`config.mk`:
```
export PLATFORM = sky130hd
export DESIGN_NAME = mobo_mem_arbiter_flat
export DESIGN_NICKNAME = d
export VERILOG_FILES = /design/src/rtl/mobo_mem_arbiter_if.sv /design/src/rtl/mobo_mem_arbiter.sv /design/src/flat_wrapper.sv
export SDC_FILE = /design/constraint.sdc
export NUM_CORES = 1
export LEC_CHECK = 0
export ABC_AREA = 1
export CELL_PAD_IN_SITES_DETAIL_PLACEMENT = 1
export CELL_PAD_IN_SITES_GLOBAL_PLACEMENT = 1
export CORE_AREA = 2 2 180 182
export DETAILED_ROUTE_END_ITERATION = 10
export DIE_AREA = 0 0 182 184
export HOLD_SLACK_MARGIN = 0.15
export PLACE_DENSITY = 0.84
export SYNTH_ARGS = -nofsm -noshare
export SYNTH_HDL_FRONTEND = slang
export SYNTH_SLANG_ARGS = --single-unit
```
`constraint.sdc`:
```
create_clock -name clk -period 4.1 [get_ports clk]
set_input_delay 1.23 -clock clk [delete_from_list [all_inputs] [get_ports clk]]
set_output_delay 1.23 -clock clk [all_outputs]
set_load 0.01 [all_outputs]
```
`src/rtl/mobo_mem_arbiter_if.sv`:
```
// Channel request/ack bus plus RAM port of the motherboard memory arbiter.
// The slave modport is the arbiter's view; master is the requester/RAM side.
`ifndef RAM_READY_PIN
`define RAM_READY_PIN 0
`endif
`ifndef RAM_READ_PIN
`define RAM_READ_PIN 0
`endif
`ifndef RAM_WRITE_PIN
`define RAM_WRITE_PIN 1
`endif

interface mobo_mem_arbiter_if #(
  parameter int NCH = 4,
  parameter int DW  = 32,
  parameter int AW  = 32
);
  logic [NCH-1:0]    ch_req;
  logic [NCH-1:0]    ch_we;
  logic [NCH*AW-1:0] ch_addr;
  logic [NCH*DW-1:0] ch_wdata;
  logic [NCH-1:0]    ch_ack;
  logic [NCH-1:0]    ch_err;
  logic [DW-1:0]     ch_rdata;
  logic [31:0]       ram_ctrl_in;
  logic [31:0]       ram_ctrl_out;
  logic [AW-1:0]     addr;
  logic [DW-1:0]     data_in;
  logic [DW-1:0]     data_out;

  modport master (
    output ch_req, ch_we, ch_addr, ch_wdata, ram_ctrl_in, data_in,
    input  ch_ack, ch_err, ch_rdata, ram_ctrl_out, addr, data_out
  );

  modport slave (
    input  ch_req, ch_we, ch_addr, ch_wdata, ram_ctrl_in, data_in,
    output ch_ack, ch_err, ch_rdata, ram_ctrl_out, addr, data_out
  );
endinterface

```
`src/rtl/mobo_mem_arbiter.sv`:
```
// Round-robin arbiter of NCH requesters onto one RAM port (IDLE->ISSUE->WAIT->DONE).
// Optional MOBO_ARB_TIMEOUT_EN: abort WAIT after TMO cycles with ack+err.
`ifndef RAM_READY_PIN
`define RAM_READY_PIN 0
`endif
`ifndef RAM_READ_PIN
`define RAM_READ_PIN 0
`endif
`ifndef RAM_WRITE_PIN
`define RAM_WRITE_PIN 1
`endif

module mobo_mem_arbiter #(
  parameter int NCH = 4,
  parameter int DW  = 32,
  parameter int AW  = 32,
  parameter int TMO = 64
) (
  input  logic               clk,
  input  logic               rst,
  mobo_mem_arbiter_if.slave  bus
);
  localparam int PW = (NCH > 1) ? $clog2(NCH) : 1;

  typedef enum logic [1:0] {
    ST_IDLE  = 2'd0,
    ST_ISSUE = 2'd1,
    ST_WAIT  = 2'd2,
    ST_DONE  = 2'd3
  } state_t;

  state_t          state_r;
  logic [PW-1:0]   ptr_r;
  logic [PW-1:0]   gnt_r;
  logic            we_r;
  logic [AW-1:0]   addr_r;
  logic [DW-1:0]   data_out_r;
  logic [DW-1:0]   ch_rdata_r;
  logic [31:0]     ram_ctrl_out_r;
  logic [NCH-1:0]  ch_ack_r;

  logic            grant_vld_s;
  logic [PW-1:0]   grant_idx_s;
  logic [PW:0]     cand_s;
  logic            ready_s;
  logic            unused_s;

`ifdef MOBO_ARB_TIMEOUT_EN
  localparam int CW = ($clog2(TMO + 1) > 8) ? $clog2(TMO + 1) : 8;
  logic [CW-1:0]   tmo_cnt_r;
  logic [NCH-1:0]  ch_err_r;
`endif

  // Exactly one of the read/write strobe bits, selected by the transfer direction.
  function automatic logic [31:0] strobe_word(input logic we);
    logic [31:0] w;
    w = 32'h0000_0000;
    if (we) begin
      w[`RAM_WRITE_PIN] = 1'b1;
    end else begin
      w[`RAM_READ_PIN] = 1'b1;
    end
    return w;
  endfunction

  function automatic logic [NCH-1:0] onehot(input logic [PW-1:0] idx);
    logic [NCH-1:0] v;
    v = {NCH{1'b0}};
    v[idx] = 1'b1;
    return v;
  endfunction

  assign ready_s  = bus.ram_ctrl_in[`RAM_READY_PIN];
  assign unused_s = ^{bus.ram_ctrl_in, 32'(TMO)};

  // First requester at or after ptr, wrapping modulo NCH.
  always_comb begin
    grant_vld_s = 1'b0;
    grant_idx_s = {PW{1'b0}};
    cand_s      = {(PW+1){1'b0}};
    for (int k = 0; k < NCH; k++) begin
      cand_s      = {1'b0, ptr_r} + (PW+1)'(k);
      cand_s      = (cand_s >= (PW+1)'(NCH)) ? cand_s - (PW+1)'(NCH) : cand_s;
      grant_idx_s = (!grant_vld_s && bus.ch_req[cand_s[PW-1:0]]) ? cand_s[PW-1:0] : grant_idx_s;
      grant_vld_s = grant_vld_s | bus.ch_req[cand_s[PW-1:0]];
    end
  end

  // Transaction FSM; every port-visible output is a register updated here.
  always_ff @(posedge clk or negedge rst) begin
    if (!rst) begin
      state_r        <= ST_IDLE;
      ptr_r          <= {PW{1'b0}};
      gnt_r          <= {PW{1'b0}};
      we_r           <= 1'b0;
      addr_r         <= {AW{1'b0}};
      data_out_r     <= {DW{1'b0}};
      ch_rdata_r     <= {DW{1'b0}};
      ram_ctrl_out_r <= 32'h0000_0000;
      ch_ack_r       <= {NCH{1'b0}};
`ifdef MOBO_ARB_TIMEOUT_EN
      tmo_cnt_r      <= {CW{1'b0}};
      ch_err_r       <= {NCH{1'b0}};
`endif
    end else begin
      ch_ack_r <= {NCH{1'b0}};
`ifdef MOBO_ARB_TIMEOUT_EN
      ch_err_r <= {NCH{1'b0}};
`endif
      case (state_r)
        ST_IDLE: begin
          if (grant_vld_s) begin
            gnt_r          <= grant_idx_s;
            we_r           <= bus.ch_we[grant_idx_s];
            addr_r         <= bus.ch_addr[grant_idx_s*AW +: AW];
            data_out_r     <= bus.ch_wdata[grant_idx_s*DW +: DW];
            ram_ctrl_out_r <= strobe_word(bus.ch_we[grant_idx_s]);
            state_r        <= ST_ISSUE;
          end else begin
            state_r        <= ST_IDLE;
          end
        end
        ST_ISSUE: begin
`ifdef MOBO_ARB_TIMEOUT_EN
          tmo_cnt_r <= {CW{1'b0}};
`endif
          state_r   <= ST_WAIT;
        end
        ST_WAIT: begin
          if (ready_s) begin
            if (!we_r) begin
              ch_rdata_r <= bus.data_in;
            end else begin
              ch_rdata_r <= ch_rdata_r;
            end
            ram_ctrl_out_r <= 32'h0000_0000;
            ch_ack_r       <= onehot(gnt_r);
            state_r        <= ST_DONE;
`ifdef MOBO_ARB_TIMEOUT_EN
          end else if (tmo_cnt_r == CW'(TMO - 1)) begin
            ram_ctrl_out_r <= 32'h0000_0000;
            ch_ack_r       <= onehot(gnt_r);
            ch_err_r       <= onehot(gnt_r);
            state_r        <= ST_DONE;
          end else begin
            tmo_cnt_r      <= tmo_cnt_r + CW'(1);
`else
          end else begin
`endif
            state_r        <= ST_WAIT;
          end
        end
        ST_DONE: begin
          // The served channel becomes lowest priority for the next search.
          ptr_r   <= (gnt_r == PW'(NCH - 1)) ? {PW{1'b0}} : gnt_r + PW'(1);
          state_r <= ST_IDLE;
        end
        default: begin
          ram_ctrl_out_r <= 32'h0000_0000;
          state_r        <= ST_IDLE;
        end
      endcase
    end
  end

  assign bus.ch_ack       = ch_ack_r;
  assign bus.ch_rdata     = ch_rdata_r;
  assign bus.ram_ctrl_out = ram_ctrl_out_r;
  assign bus.addr         = addr_r;
  assign bus.data_out     = data_out_r;
`ifdef MOBO_ARB_TIMEOUT_EN
  assign bus.ch_err       = ch_err_r;
`else
  assign bus.ch_err       = {NCH{1'b0}};
`endif

endmodule

```
`src/flat_wrapper.sv`:
```
// flat-port wrapper written by rule: the top's interface ports become plain ports
module mobo_mem_arbiter_flat 
#(
  parameter int NCH = 4,
  parameter int DW  = 32,
  parameter int AW  = 32,
  parameter int TMO = 64
)
  (clk, rst, bus_ch_req, bus_ch_we, bus_ch_addr, bus_ch_wdata, bus_ram_ctrl_in, bus_data_in, bus_ch_ack, bus_ch_err, bus_ch_rdata, bus_ram_ctrl_out, bus_addr, bus_data_out);
  mobo_mem_arbiter_if #(.NCH(NCH), .DW(DW), .AW(AW)) bus_i ();
  input  logic clk;
  input  logic rst;
  input wire logic [$bits(bus_i.ch_req)-1:0] bus_ch_req;
  input wire logic [$bits(bus_i.ch_we)-1:0] bus_ch_we;
  input wire logic [$bits(bus_i.ch_addr)-1:0] bus_ch_addr;
  input wire logic [$bits(bus_i.ch_wdata)-1:0] bus_ch_wdata;
  input wire logic [$bits(bus_i.ram_ctrl_in)-1:0] bus_ram_ctrl_in;
  input wire logic [$bits(bus_i.data_in)-1:0] bus_data_in;
  output wire logic [$bits(bus_i.ch_ack)-1:0] bus_ch_ack;
  output wire logic [$bits(bus_i.ch_err)-1:0] bus_ch_err;
  output wire logic [$bits(bus_i.ch_rdata)-1:0] bus_ch_rdata;
  output wire logic [$bits(bus_i.ram_ctrl_out)-1:0] bus_ram_ctrl_out;
  output wire logic [$bits(bus_i.addr)-1:0] bus_addr;
  output wire logic [$bits(bus_i.data_out)-1:0] bus_data_out;
  assign bus_i.ch_req = bus_ch_req;
  assign bus_i.ch_we = bus_ch_we;
  assign bus_i.ch_addr = bus_ch_addr;
  assign bus_i.ch_wdata = bus_ch_wdata;
  assign bus_i.ram_ctrl_in = bus_ram_ctrl_in;
  assign bus_i.data_in = bus_data_in;
  assign bus_ch_ack = bus_i.ch_ack;
  assign bus_ch_err = bus_i.ch_err;
  assign bus_ch_rdata = bus_i.ch_rdata;
  assign bus_ram_ctrl_out = bus_i.ram_ctrl_out;
  assign bus_addr = bus_i.addr;
  assign bus_data_out = bus_i.data_out;
  mobo_mem_arbiter #(.NCH(NCH), .DW(DW), .AW(AW), .TMO(TMO)) u_core (.clk(clk), .rst(rst), .bus(bus_i));
endmodule
```
## Word level (Yosys, flattened, before mapping)

Cells that the tools add are included.

| cells by class | value |
|---|---|
| equal/unequal tests | 6 |
| shift-type cells | 2 |
| add/sub/neg operators | 8 |
| bitwise logic cells | 4 |
| magnitude comparators | 11 |
| reductions and logical operators | 12 |
| muxes and demuxes | 31 |

Operators with widths:

| operator | number |
|---|---|
| 128-bit by 8-bit indexed part select with 32-bit output | 2 |
| 32-bit two-way mux | 2 |
| 32-bit one-hot mux with 2 select lines | 1 |
| 2-bit by 3-bit less-than comparator with 1-bit output (second input constant) | 6 |
| 2-bit two-way mux | 9 |
| 1-bit binary-select mux with 2-bit select | 5 |
| 1-bit two-way mux | 10 |
| 3-bit greater-or-equal comparator (second input constant) | 3 |
| 4-bit two-way mux | 2 |
| 2-bit one-hot mux with 4 select lines | 1 |
| 2-bit by 1-bit subtractor with 2-bit output (second input constant) | 4 |
| 2-bit by 2-bit adder with 3-bit output (second input constant) | 2 |
| 2-bit == test (second input constant) | 3 |
| 3-bit AND reduction | 2 |
| 1-bit logical AND | 4 |
| 2-bit by 1-bit adder with 3-bit output (second input constant) | 1 |
| 2-bit by 3-bit greater-or-equal comparator with 1-bit output (second input constant) | 1 |
| 1-bit zero test | 3 |
| 1-bit OR | 3 |
| 2-bit by 1-bit adder with 2-bit output (second input constant) | 1 |
| 1-bit demux with 2-bit select | 1 |
| 2-bit by 1-bit == test with 1-bit output (second input constant) | 1 |
| 2-bit by 1-bit greater-or-equal comparator with 1-bit output (second input constant) | 1 |
| 2-bit zero test | 1 |
| other kinds (5) | 5 |

| word-level totals | value |
|---|---|
| bits in registers | 139 |
| logic and storage cells | 83 |

## Depth between registers and ports, before layout

Gate-level depths: netlist of run 1.

| logic depth | value |
|---|---|
| depth after elaboration | 15 |
| gate-level depth with buffers | 17 |

## Least setup slack after synthesis of run 1

OpenSTA, ideal clock, no wires.

| timing | value |
|---|---|
| path kind | input port to flip-flop |
| start point | input bus_ch_req[3] |
| end point | register u_core.addr_r[10] (netlist: u_core.bus.addr[10]) |
| arrival | 2,435 ps |
| data required time | 3,983 ps |
| buffers on the path | 2 |
| setup slack | 1,548 ps |
| stages on the path | 14 |
| cells stage by stage | inv_1 nand2_1 nand3_1 nand2_2 nor2_4 nand3_4 nand3_2 buf_4 buf_4 nand2_1 nand3_1 nand2_1 nand2_1 nand2_1 |

| on the way | value |
|---|---|
| word-level cells in the longest chain between the ends | 8 |

Ends and longest elaborated chain:

| what | RTL line | source |
|---|---|---|
| from (decl) | flat_wrapper.sv:13 | `input wire logic [$bits(bus_i.ch_req)-1:0] bus_ch_req;` |
| 1-bit binary-select mux with 2-bit select | mobo_mem_arbiter.sv:84, mobo_mem_arbiter.sv:85 |  |
| 1-bit two-way mux (not written as such) | mobo_mem_arbiter.sv:84, mobo_mem_arbiter.sv:85 |  |
| 1-bit zero test / 1-bit OR (equally long branches) | mobo_mem_arbiter.sv:84, mobo_mem_arbiter.sv:85 |  |
| 1-bit logical AND, or another cell as far along | mobo_mem_arbiter.sv:84 | `grant_idx_s = (!grant_vld_s && bus.ch_req[cand_s[PW-1:0]]) ? cand_s[PW-1:0] : grant_idx_s;` |
| 2-bit two-way mux, or another cell as far along | mobo_mem_arbiter.sv:84 |  |
| 2-bit two-way mux / 1-bit logical AND (equally long branches) | mobo_mem_arbiter.sv:84 |  |
| 2-bit two-way mux | mobo_mem_arbiter.sv:84 |  |
| 128-bit by 8-bit indexed part select with 32-bit output | mobo_mem_arbiter.sv:115 | `addr_r <= bus.ch_addr[grant_idx_s*AW +: AW];` |
| to (signal assigned) | mobo_mem_arbiter.sv:96 | `addr_r <= {AW{1'b0}};` |
| to (signal assigned) | mobo_mem_arbiter.sv:115 |  |
| to (decl) | mobo_mem_arbiter.sv:36 | `logic [AW-1:0] addr_r;` |

Several ways; a longest one is shown, not always the timed one. The select of a mux whose other input is x is not followed.
A chain may end at the register's enable or synchronous reset.

## Worst setup path after layout of run 1

| timing | value |
|---|---|
| start point | input bus_ch_req[3] |
| end point | register u_core.addr_r[27] (netlist: u_core.bus.addr[27]) |

The elaborated chain is that of the path after synthesis.

==> results.md, run 1 <==
- Worst-path clk slew: 0.08 ns
- Post-synthesis simple-gate area fraction: 0.337
- Synth Cell Area: 7480 um2
- WL per Instance: about 16 um
- Yosys cell types: 26
- Hold Crit Class: reg2reg
- Diodes inserted: 0
- Layout area overhead: 60.4%
- Seq pwr share: 0.206
- Overall routing resource usage: 0.177
- Worst skew pair latency: 0.37 ns
- Die area: between 30000 and 40000 um2
- CTS Buf Count: 9
- Post-synthesis register bit count: ~110
- Synth Area in Adders: 0.0117
- Synth Area in XOR/XNOR: 0
- Post-CTS Setup Bufs: 0
- Final wirelength: roughly 30000 um
- Multiplexer share of the synthesized area: 0.0482
- CTS tree: yes
- Gate power share: 0.698
- Avg Cell Area, Syn: 6.70 um2
- DR vias: 8440
- Drt pass-1 iters: 4
- NetSw: about 4.7 mW
- Nets: 1813
- Gpl congestion: 0.811
- Placement Cell Area: 11700 um2
- Max-slew headroom: 0.437
- Fin. Hold Viols: 0
- Cell area after layout: 12000 um2
- Sw Ratio: 0.500
- Peak VDD IR: between 0.6 and 0.7 mV
- Number of global-route vias before repair: 8889
- Seq/Total Area, Yosys: 0.365
- Slew Limit Fails: 0
- Routed Antenna Nets: 0
- Status: complete, no violations
- Post-CTS sizing: 0
- Share of layout cells above drive strength 1: 0.0473
- Via/cell ratio: 4.48
- Leak: 6.01 nW
- Startpoint types: input port
- Core area: 31400 um2
- Fmax: between 300 and 400 MHz
- Setup Skew: 0.0135 ns
- Starting Density: 0.238
- Final setup violation count: 0
- Synth Warn #: 0
- Final period util: 0.797
- Die height: 184 um
- H-tree depth: 3
- Worst Max-Slew Pin Slew: 0.845 ns
- DRC viols: 0
- Grt ovf: 0
- Crit path DAT: between 3 and 4 ns
- Crit-path max FO: 35
- Tmin final: 3.27 ns
- I/O pin cnt: around 470
- CP Capture Type: flop
- First DRT Iteration DRCs: 298
- Clock share of power: 0.096
- Clk root buf: clkbuf_16
- Critical path type: in2reg
- Mapped Cells: 1117
- Worst endpoint required time: 4.40 ns
- Antenna violations before repair: 1
- First-pass GRT wire length: about 47000 um
- CTS Sinks: 109
- Pwr dens: 781 nW/um2
- Pin count of the biggest net entering global routing: slightly above 60
- Row cnt: 65
- Chip Width: 182 um
- Fillcell total: 3911
- Setup tns final: 0 ns
- Synth Area in Compound Gates: 0.0522
- Hold Buf Count CTS: 0
- Pint: 4.68 mW
- Largest family of logic cells by synthesized area: simple AND/OR/NAND/NOR gates
- CTS max path bufs: 2
- Unrepaired setup endpoints after global routing: false
- HPWL Detailed: about 23000 um
- Port buffer count: 400
- Max-Cap Viols: 0
state kept, by name, summed over array words and instances (netlist names):
signal,count
u_core.bus.addr,32
u_core.bus.ch_ack,4
u_core.bus.ch_rdata,32
u_core.bus.data_out,32
u_core.bus.ram_ctrl_out,2
u_core.gnt_r,2
u_core.ptr_r,2
u_core.state_r,2
u_core.we_r,1
power by group through the flow:
| stage | registers, mW | clock network (mW) | logic (mW) |
|---|---|---|---|
| final | 1.93 | 0.903 | 6.54 |
| after floorplan | 2.12 | 0 | 3.91 |
| after global placement | 1.92 | 0 | 6.43 |
| after global routing | 2.00 | 0.989 | 7.38 |
| after CTS | 1.94 | 0.955 | 6.68 |
| after detailed placement | 1.95 | 0 | 6.64 |
worst max-delay path, cell delays in order:
cell	delay [ns]
clkdlybuf4s50_1	0.50
inv_1	0.06
nand2_1	0.08
nand3_1	0.11
nand2_1	0.12
inv_1	0.10
nand3_4	0.12
nand3_4	0.43
buf_12	0.35
nand2_1	0.06
nand3_1	0.15
nand2_1	0.11
nand2_1	0.05
nand2_1	0.08
area by class of cell:
class	instances	area, um2	area share
Timing Repair Buffer	417	4190	0.349
Multi-Input combinational cell	732	3510	0.293
Sequential cell	109	2730	0.227
Inverter	207	779	0.0650
Tap cell	402	503	0.0419
Clock buffer	10	229	0.0191
Clock inverter	6	56.3	0.00469
cell families (layout without fill, tap and decap cells):
group	count (synthesis)	count (layout)
other	1	34
adder cells (fa/ha/maj)	7	7
multiplexers	32	32
AO/OA/AOI/OAI	78	78
buffers and inverters	309	640
AND/OR/NAND/NOR	581	581
flip-flops	109	109
Yosys cell counts, drive strengths merged:
| cell | number | area share |
|---|---|---|
| ha | 7 | 0.012 |
| o21ai | 76 | 0.051 |
| nor2 | 12 | 0.0084 |
| dfrtp | 109 | 0.36 |
| or2 | 1 | 0.00084 |
| inv | 207 | 0.10 |
| nand3 | 108 | 0.076 |
| buf | 80 | 0.070 |
| conb | 1 | 0.00050 |
| a21oi | 2 | 0.0013 |
| mux2 | 32 | 0.048 |
| nand4 | 60 | 0.050 |
| nand2 | 400 | 0.20 |
| clkbuf | 22 | 0.011 |
per-layer routing:
layer  vias to the layer above  share of wire  GRT usage
li1                       4088              -          -
met1                      4025           0.40      0.200
met2                       283           0.52      0.328
met3                        44          0.057     0.0398
met4                         0          0.026     0.0574
met5                         -              0          0
cell usage in the layout, fill, tap and decap left out:
cell,Yosys,final
or2_2,1,1
buf_12,0,5
mux2_1,15,15
nand3_2,3,3
ha_1,7,7
nor2_2,1,1
buf_4,50,13
clkinv_2,0,1
clkbuf_16,0,9
nand3_4,1,2
clkinv_8,0,1
nand3_1,104,103
inv_4,1,1
nand2_1,396,395
nand2_4,0,1
inv_1,201,201
clkdlybuf4s50_1,0,399
nand4_1,60,60
conb_1,1,34
inv_6,0,3
nor2_4,2,2
mux2_2,17,17
clkinv_4,0,1
nor2_1,9,9
dfrtp_1,109,109
clkbuf_1,22,1
nand2_2,4,4
o21ai_0,54,54
o21ai_1,22,22
inv_2,5,5
a21oi_1,2,2
stage by stage:
| step | utilization | instances | worst slack (ns) | total power, mW | hold slack [ns] |
|---|---|---|---|---|---|
| floorplan | - | 1150 | 1.55 | 6.04 | 0.442 |
| global placement | 0.373 | 1867 | 0.503 | 8.35 | 0.463 |
| detailed placement | 0.373 | 1867 | 0.444 | 8.60 | 0.469 |
| CTS | 0.382 | 1883 | 0.820 | 9.57 | 0.490 |
| global route | 0.382 | 1883 | 0.565 | 10.4 | 0.507 |
| finish | 0.382 | 1883 | 0.833 | 9.37 | 0.484 |
path summary, 6_finish.rpt:
path	start	end	slack, ns	cells after the start
setup / recovery	bus_ch_req[3]	u_core.bus.addr[27]	0.83	14
hold / removal	u_core.bus.data_out[2]	u_core.bus.data_out[2]	0.48	2
setup reg to reg	u_core.ptr_r[0]	u_core.bus.data_out[2]	1.55	14
hold reg to reg	u_core.bus.data_out[2]	u_core.bus.data_out[2]	0.48	2
max in group asynchronous	rst	u_core.bus.ch_rdata[7]	2.30	2
min in group asynchronous	rst	u_core.bus.data_out[17]	0.94	1
Note: power is estimated with default switching activity, not from simulation.
==> inputs of run 2 (changes only) <==
--- a/config.mk
+++ b/config.mk
@@ -8,11 +8,10 @@
 export ABC_AREA = 1
 export CELL_PAD_IN_SITES_DETAIL_PLACEMENT = 1
 export CELL_PAD_IN_SITES_GLOBAL_PLACEMENT = 1
-export CORE_AREA = 2 2 180 182
+export CORE_UTILIZATION = 22
 export DETAILED_ROUTE_END_ITERATION = 10
-export DIE_AREA = 0 0 182 184
 export HOLD_SLACK_MARGIN = 0.15
-export PLACE_DENSITY = 0.84
+export PLACE_DENSITY = 0.82
 export SYNTH_ARGS = -nofsm -noshare
 export SYNTH_HDL_FRONTEND = slang
 export SYNTH_SLANG_ARGS = --single-unit
==> constraint.sdc (replaced) <==
create_clock -name clk -period 2.8 [get_ports clk]
set_input_delay 0.84 -clock clk [delete_from_list [all_inputs] [get_ports clk]]
set_output_delay 0.84 -clock clk [all_outputs]
set_load 0.01 [all_outputs]
==> results.md, run 2 (synthesized netlist as in run 1, its figures left out) <==
- Share of layout cells above drive strength 1: 0.0736
- Final setup violation count: 0
- Chip Width: around 190 um
- Crit-path max FO: 17
- DRC viols: 0
- Finished Layout Cells: 1971
- Commonest non-fill, non-tap cells in the layout: 399 x clkdlybuf4s50_1, 395 x nand2_1, 201 x inv_1, 109 x dfrtp_1, 103 x nand3_1
- Placed cell count: 1954
- Fmax: 381 MHz
- Setup tns final: 0 ns
- CTS max path bufs: 2
- Post-place setup slack: -0.236 ns
- Gate power share: 0.713
- Worst skew pair latency: 0.37 ns
- Gpl congestion: between 0.8 and 0.9
- I/O pin cnt: about 470
- Seq pwr share: 0.190
- Worst Max-Slew Pin Slew: 0.778 ns
- Tmin final: about 2.6 ns
- Row cnt: 67
- Status: complete, no violations
- Number of global-route vias before repair: roughly 9.1k
- Port buffer count: 400
- Starting Density: 0.224
- Post-CTS sizing: 0
- Worst Reg-to-Reg Cells: 14
- Pint: 7.72 mW
- Nets: approximately 1.9k
- HPWL Detailed: 24600 um
- CTS tree: yes
- Hold Crit Class: in2async
- NetSw: 7.09 mW
- Worst-path clk slew: 0.10 ns
- H-tree depth: 3
- PnR worst setup slack: between 0.15 and 0.2 ns
- Post-CTS Setup Bufs: 0
- Setup Skew: 0.00967 ns
- Fin. Hold Viols: 0
- Clk root buf: clkbuf_16
- Hold Buf Count CTS: 0
- CP Capture Type: flop
- Final wirelength: 30600 um
- Max-slew headroom: 0.481
- Final period util: 0.937
- Via/cell ratio: 4.30
- DR vias: 8484
- Most common cell after layout, fill and taps aside: clkdlybuf4s50_1
- Register-to-register setup slack: 0.49 ns
- RR Endpoint: u_core.bus.data_out[24]
- Max-Cap Viols: 0
- CTS Buf Count: 9
- Clock share of power: 0.097
- Crit path DAT: 2.92 ns
- WL per Instance: 15.5 um
- Unrepaired setup endpoints after global routing: false
- Antenna violations before repair: 1
- Worst reg2reg startpoint: u_core.ptr_r[0]
- First DRT Iteration DRCs: 244
- Drt pass-1 iters: 4
- Fin util: 0.374
- Peak VDD IR: 0.504 mV
- Worst endpoint required time: 3.10 ns
- Die height: 186 um
- Startpoint types: input port
- Sw Ratio: 0.479
- Grt ovf: 0
- Critical path type: in2reg
- Routed Antenna Nets: 0
- Leak: roughly 6.3 nW
- Pin count of the biggest net entering global routing: 51
- First-pass GRT wire length: ~49000 um
- Overall routing resource usage: 0.179
- Pwr dens: between 1000 and 1500 nW/um2
- Slew Limit Fails: 0
- Core area: 33400 um2
- Die area: 34700 um2
- CTS Sinks: 109
- Layout area overhead: 67.4%
run 2: layout make-up:
type	count	area (um2)
flip-flops and latches	109	2730
diodes	1	2.50
multi-input cells	732	3510
clock inverters	7	88.8
repair buffers	458	4620
inverters	207	779
fillers	4127	20900
well taps	448	561
clock buffers	9	225
run 2: power by group through the flow:
stage	registers [mW]	clock network (mW)	logic, mW
floorplan	3.11	0	5.73
global placement	2.81	0	10.4
detailed placement	2.86	0	10.7
CTS	2.83	1.50	10.8
global route	2.94	1.55	11.8
finish	2.82	1.43	10.6
run 2: how the worst max path moves through the flow:
stage | end | startpoint | slack (ns)
floorplan | u_core.bus.addr[10] | bus_ch_req[3] | 0.64
global placement | u_core.bus.data_out[3] | bus_ch_req[2] | -0.14
detailed placement | u_core.bus.data_out[3] | bus_ch_req[3] | -0.24
CTS | u_core.bus.data_out[3] | bus_ch_req[3] | 0.15
global route | u_core.bus.data_out[3] | bus_ch_req[3] | 0.008
finish | u_core.bus.data_out[24] | bus_ch_req[3] | 0.18
run 2: routing by layer:
layer  wire length, um  global-route usage  part of all wire  vias up
li1                  -                   -                 -     4179
met1             11900               0.194              0.39     3990
met2             16100               0.336              0.53      275
met3              1770              0.0418             0.058       40
met4               865              0.0617             0.028        0
met5                 0                   0                 0        -
run 2: worst max-delay path, stage by stage:
cell and delay, ns:
clkdlybuf4s50_1 0.52, inv_1 0.07, nand2_1 0.07, nand2_1 0.10, nand2_1 0.10, nand2_1 0.06
nand2_1 0.08, nand3_2 0.16, nand3_4 0.21, buf_12 0.17, buf_4 0.21, nand2_1 0.08
o21ai_1 0.09, nand2_1 0.07, nand3_1 0.08
run 2: through the flow:
step | power (mW) | hold WS (ns) | cell area [um2]
2_1_floorplan | 8.84 | 0.442 | 7600
3_3_place_gp | 13.2 | 0.459 | 12200
3_5_place_dp | 13.6 | 0.464 | 12200
4_1_cts | 15.1 | 0.394 | 12500
5_1_grt | 16.3 | 0.408 | 12500
6_report | 14.8 | 0.389 | 12500
==> inputs of run 3 (changes only) <==
==> constraint.sdc (replaced) <==
create_clock -name clk -period 2.8 [get_ports clk]
set_input_delay 0.28 -clock clk [delete_from_list [all_inputs] [get_ports clk]]
set_output_delay 0.28 -clock clk [all_outputs]
set_load 0.01 [all_outputs]
==> results.md, run 3 (synthesized netlist as in run 1, its figures left out) <==
- Starting Density: 0.224
- Status: complete, no violations
- HPWL Detailed: 23200 um
- Worst Max-Slew Pin Slew: 0.796 ns
- CTS max path bufs: 2
- Overall routing resource usage: 0.174
- Final Power: 13.9 mW
- Gpl congestion: 0.842
- Fin. Hold Viols: 0
- Max-slew headroom: 0.469
- Worst-path clk slew: 0.09 ns
- Multi-input gate area: 3510 um2
- Final setup violation count: 0
- First-pass GRT wire length: 47800 um
- Critical path type: reg2reg
- Die height: approximately 190 um
- Chip Width: 186 um
- Commonest non-fill, non-tap cells in the layout: 399 x clkdlybuf4s50_1, 395 x nand2_1, 201 x inv_1, 109 x dfrtp_1, 103 x nand3_1
- Diodes inserted: 0
- Max-Cap Viols: 0
- Register area: ~2700 um2
- Hold Crit Class: in2async
- Nets: 1812
- CTS Sinks: 109
- Core area: 33400 um2
- H-tree depth: 3
- Most common cell after layout, fill and taps aside: clkdlybuf4s50_1
- Crit path DAT: ~2.7 ns
- Setup Skew: 0.0126 ns
- Worst skew pair latency: 0.37 ns
- DR vias: slightly above 8k
- Crit-path max FO: 30
- Fmax: between 400 and 500 MHz
- Layout area overhead: 62.3%
- Row cnt: 67
- CP Capture Type: flop
- Clk root buf: clkbuf_16
- Antenna violations before repair: 0
- Fillcell total: 4127
- Drt pass-1 iters: 4
- Grt ovf: 0
- CTS tree: yes
- Routed Antenna Nets: 0
- I/O pin cnt: 466
- Post-CTS sizing: 0
- First DRT Iteration DRCs: 270
- Worst endpoint required time: 3.10 ns
- Number of global-route vias before repair: 8792
- Unrepaired setup endpoints after global routing: false
- Slew Limit Fails: 0
- Port buffer count: 400
- WL per Instance: 15.6 um
- DRC viols: 0
- Setup tns final: 0 ns
- Via/cell ratio: 4.31
- Die area: 34700 um2
- Startpoint types: flop
- Final wirelength: 30200 um
- Tmin final: 2.41 ns
- Fin util: 0.363
- CTS Buf Count: 9
- Share of layout cells above drive strength 1: 0.0466
- Pin count of the biggest net entering global routing: between 80 and 90
- Final period util: 0.862
- Peak VDD IR: 0.734 mV
- Pwr dens: 1140 nW/um2
- Leak: 6.04 nW
==> run 3: layout make-up <==
type                       count  share of cell area
inverter                     207              0.0642
tap                          448              0.0462
clock inverter                 7             0.00732
timing repair buffer         416               0.350
multi-input combinational    732               0.289
clock buffer                   9              0.0186
sequential                   109               0.225
==> run 3: what timing repair did <==
item                                   in CTS  in global routing
setup buffers                               0                  0
hold buffers                                1                  0
endpoints found under the hold margin      31                  0
==> run 3: layer usage <==
| layer | share of wire | vias to the layer above | global-route usage |
|---|---|---|---|
| met3 | 0.054 | 46 | 0.0357 |
| met1 | 0.40 | 3905 | 0.195 |
| met2 | 0.52 | 267 | 0.323 |
| met5 | 0 | - | 0 |
| met4 | 0.029 | 0 | 0.0652 |
| li1 | - | 4093 | - |
==> run 3: worst max-delay path, stage by stage, from the launching register on <==
cell	delay (ns)
dfrtp_1	0.58
inv_4	0.11
nand2_1	0.09
nand2_2	0.08
nand2_1	0.09
nand2_1	0.10
nor2_4	0.15
nand3_1	0.10
nand2_2	0.15
buf_4	0.41
nand3_1	0.23
nand2_1	0.11
nand2_1	0.05
nand2_1	0.08
==> run 3: worst paths after layout <==
check                              startpoint             endpoint  slack, ns  cells past startpoint
max                           u_core.ptr_r[0]  u_core.bus.addr[24]       0.39                     13
min                                       rst  u_core.bus.addr[11]       0.44                      2
max reg2reg                   u_core.ptr_r[0]  u_core.bus.addr[24]       0.39                     13
min reg2reg                u_core.bus.addr[4]   u_core.bus.addr[4]       0.48                      2
max in group asynchronous                 rst  u_core.bus.addr[28]       1.61                      3
min in group clk           u_core.bus.addr[4]   u_core.bus.addr[4]       0.48                      2
==> run 3: where the power goes <==
| part | switching [mW] | internal [mW] |
|---|---|---|
| Combinational | 5.73 | 3.92 |
| Clock | 0.752 | 0.659 |
| Sequential | 0.434 | 2.38 |
| Total | 6.92 | 6.96 |
==> run 3: stage by stage <==
step	hold slack [ns]	cells	setup WS (ns)	area [um2]
final	0.436	1928	0.386	12100
after global routing	0.460	1928	0.143	12100
after CTS	0.446	1928	0.343	12100
after detailed placement	0.304	1911	0.293	11800
after global placement	0.290	1911	0.312	11800
after floorplan	-0.0156	1150	0.945	7600
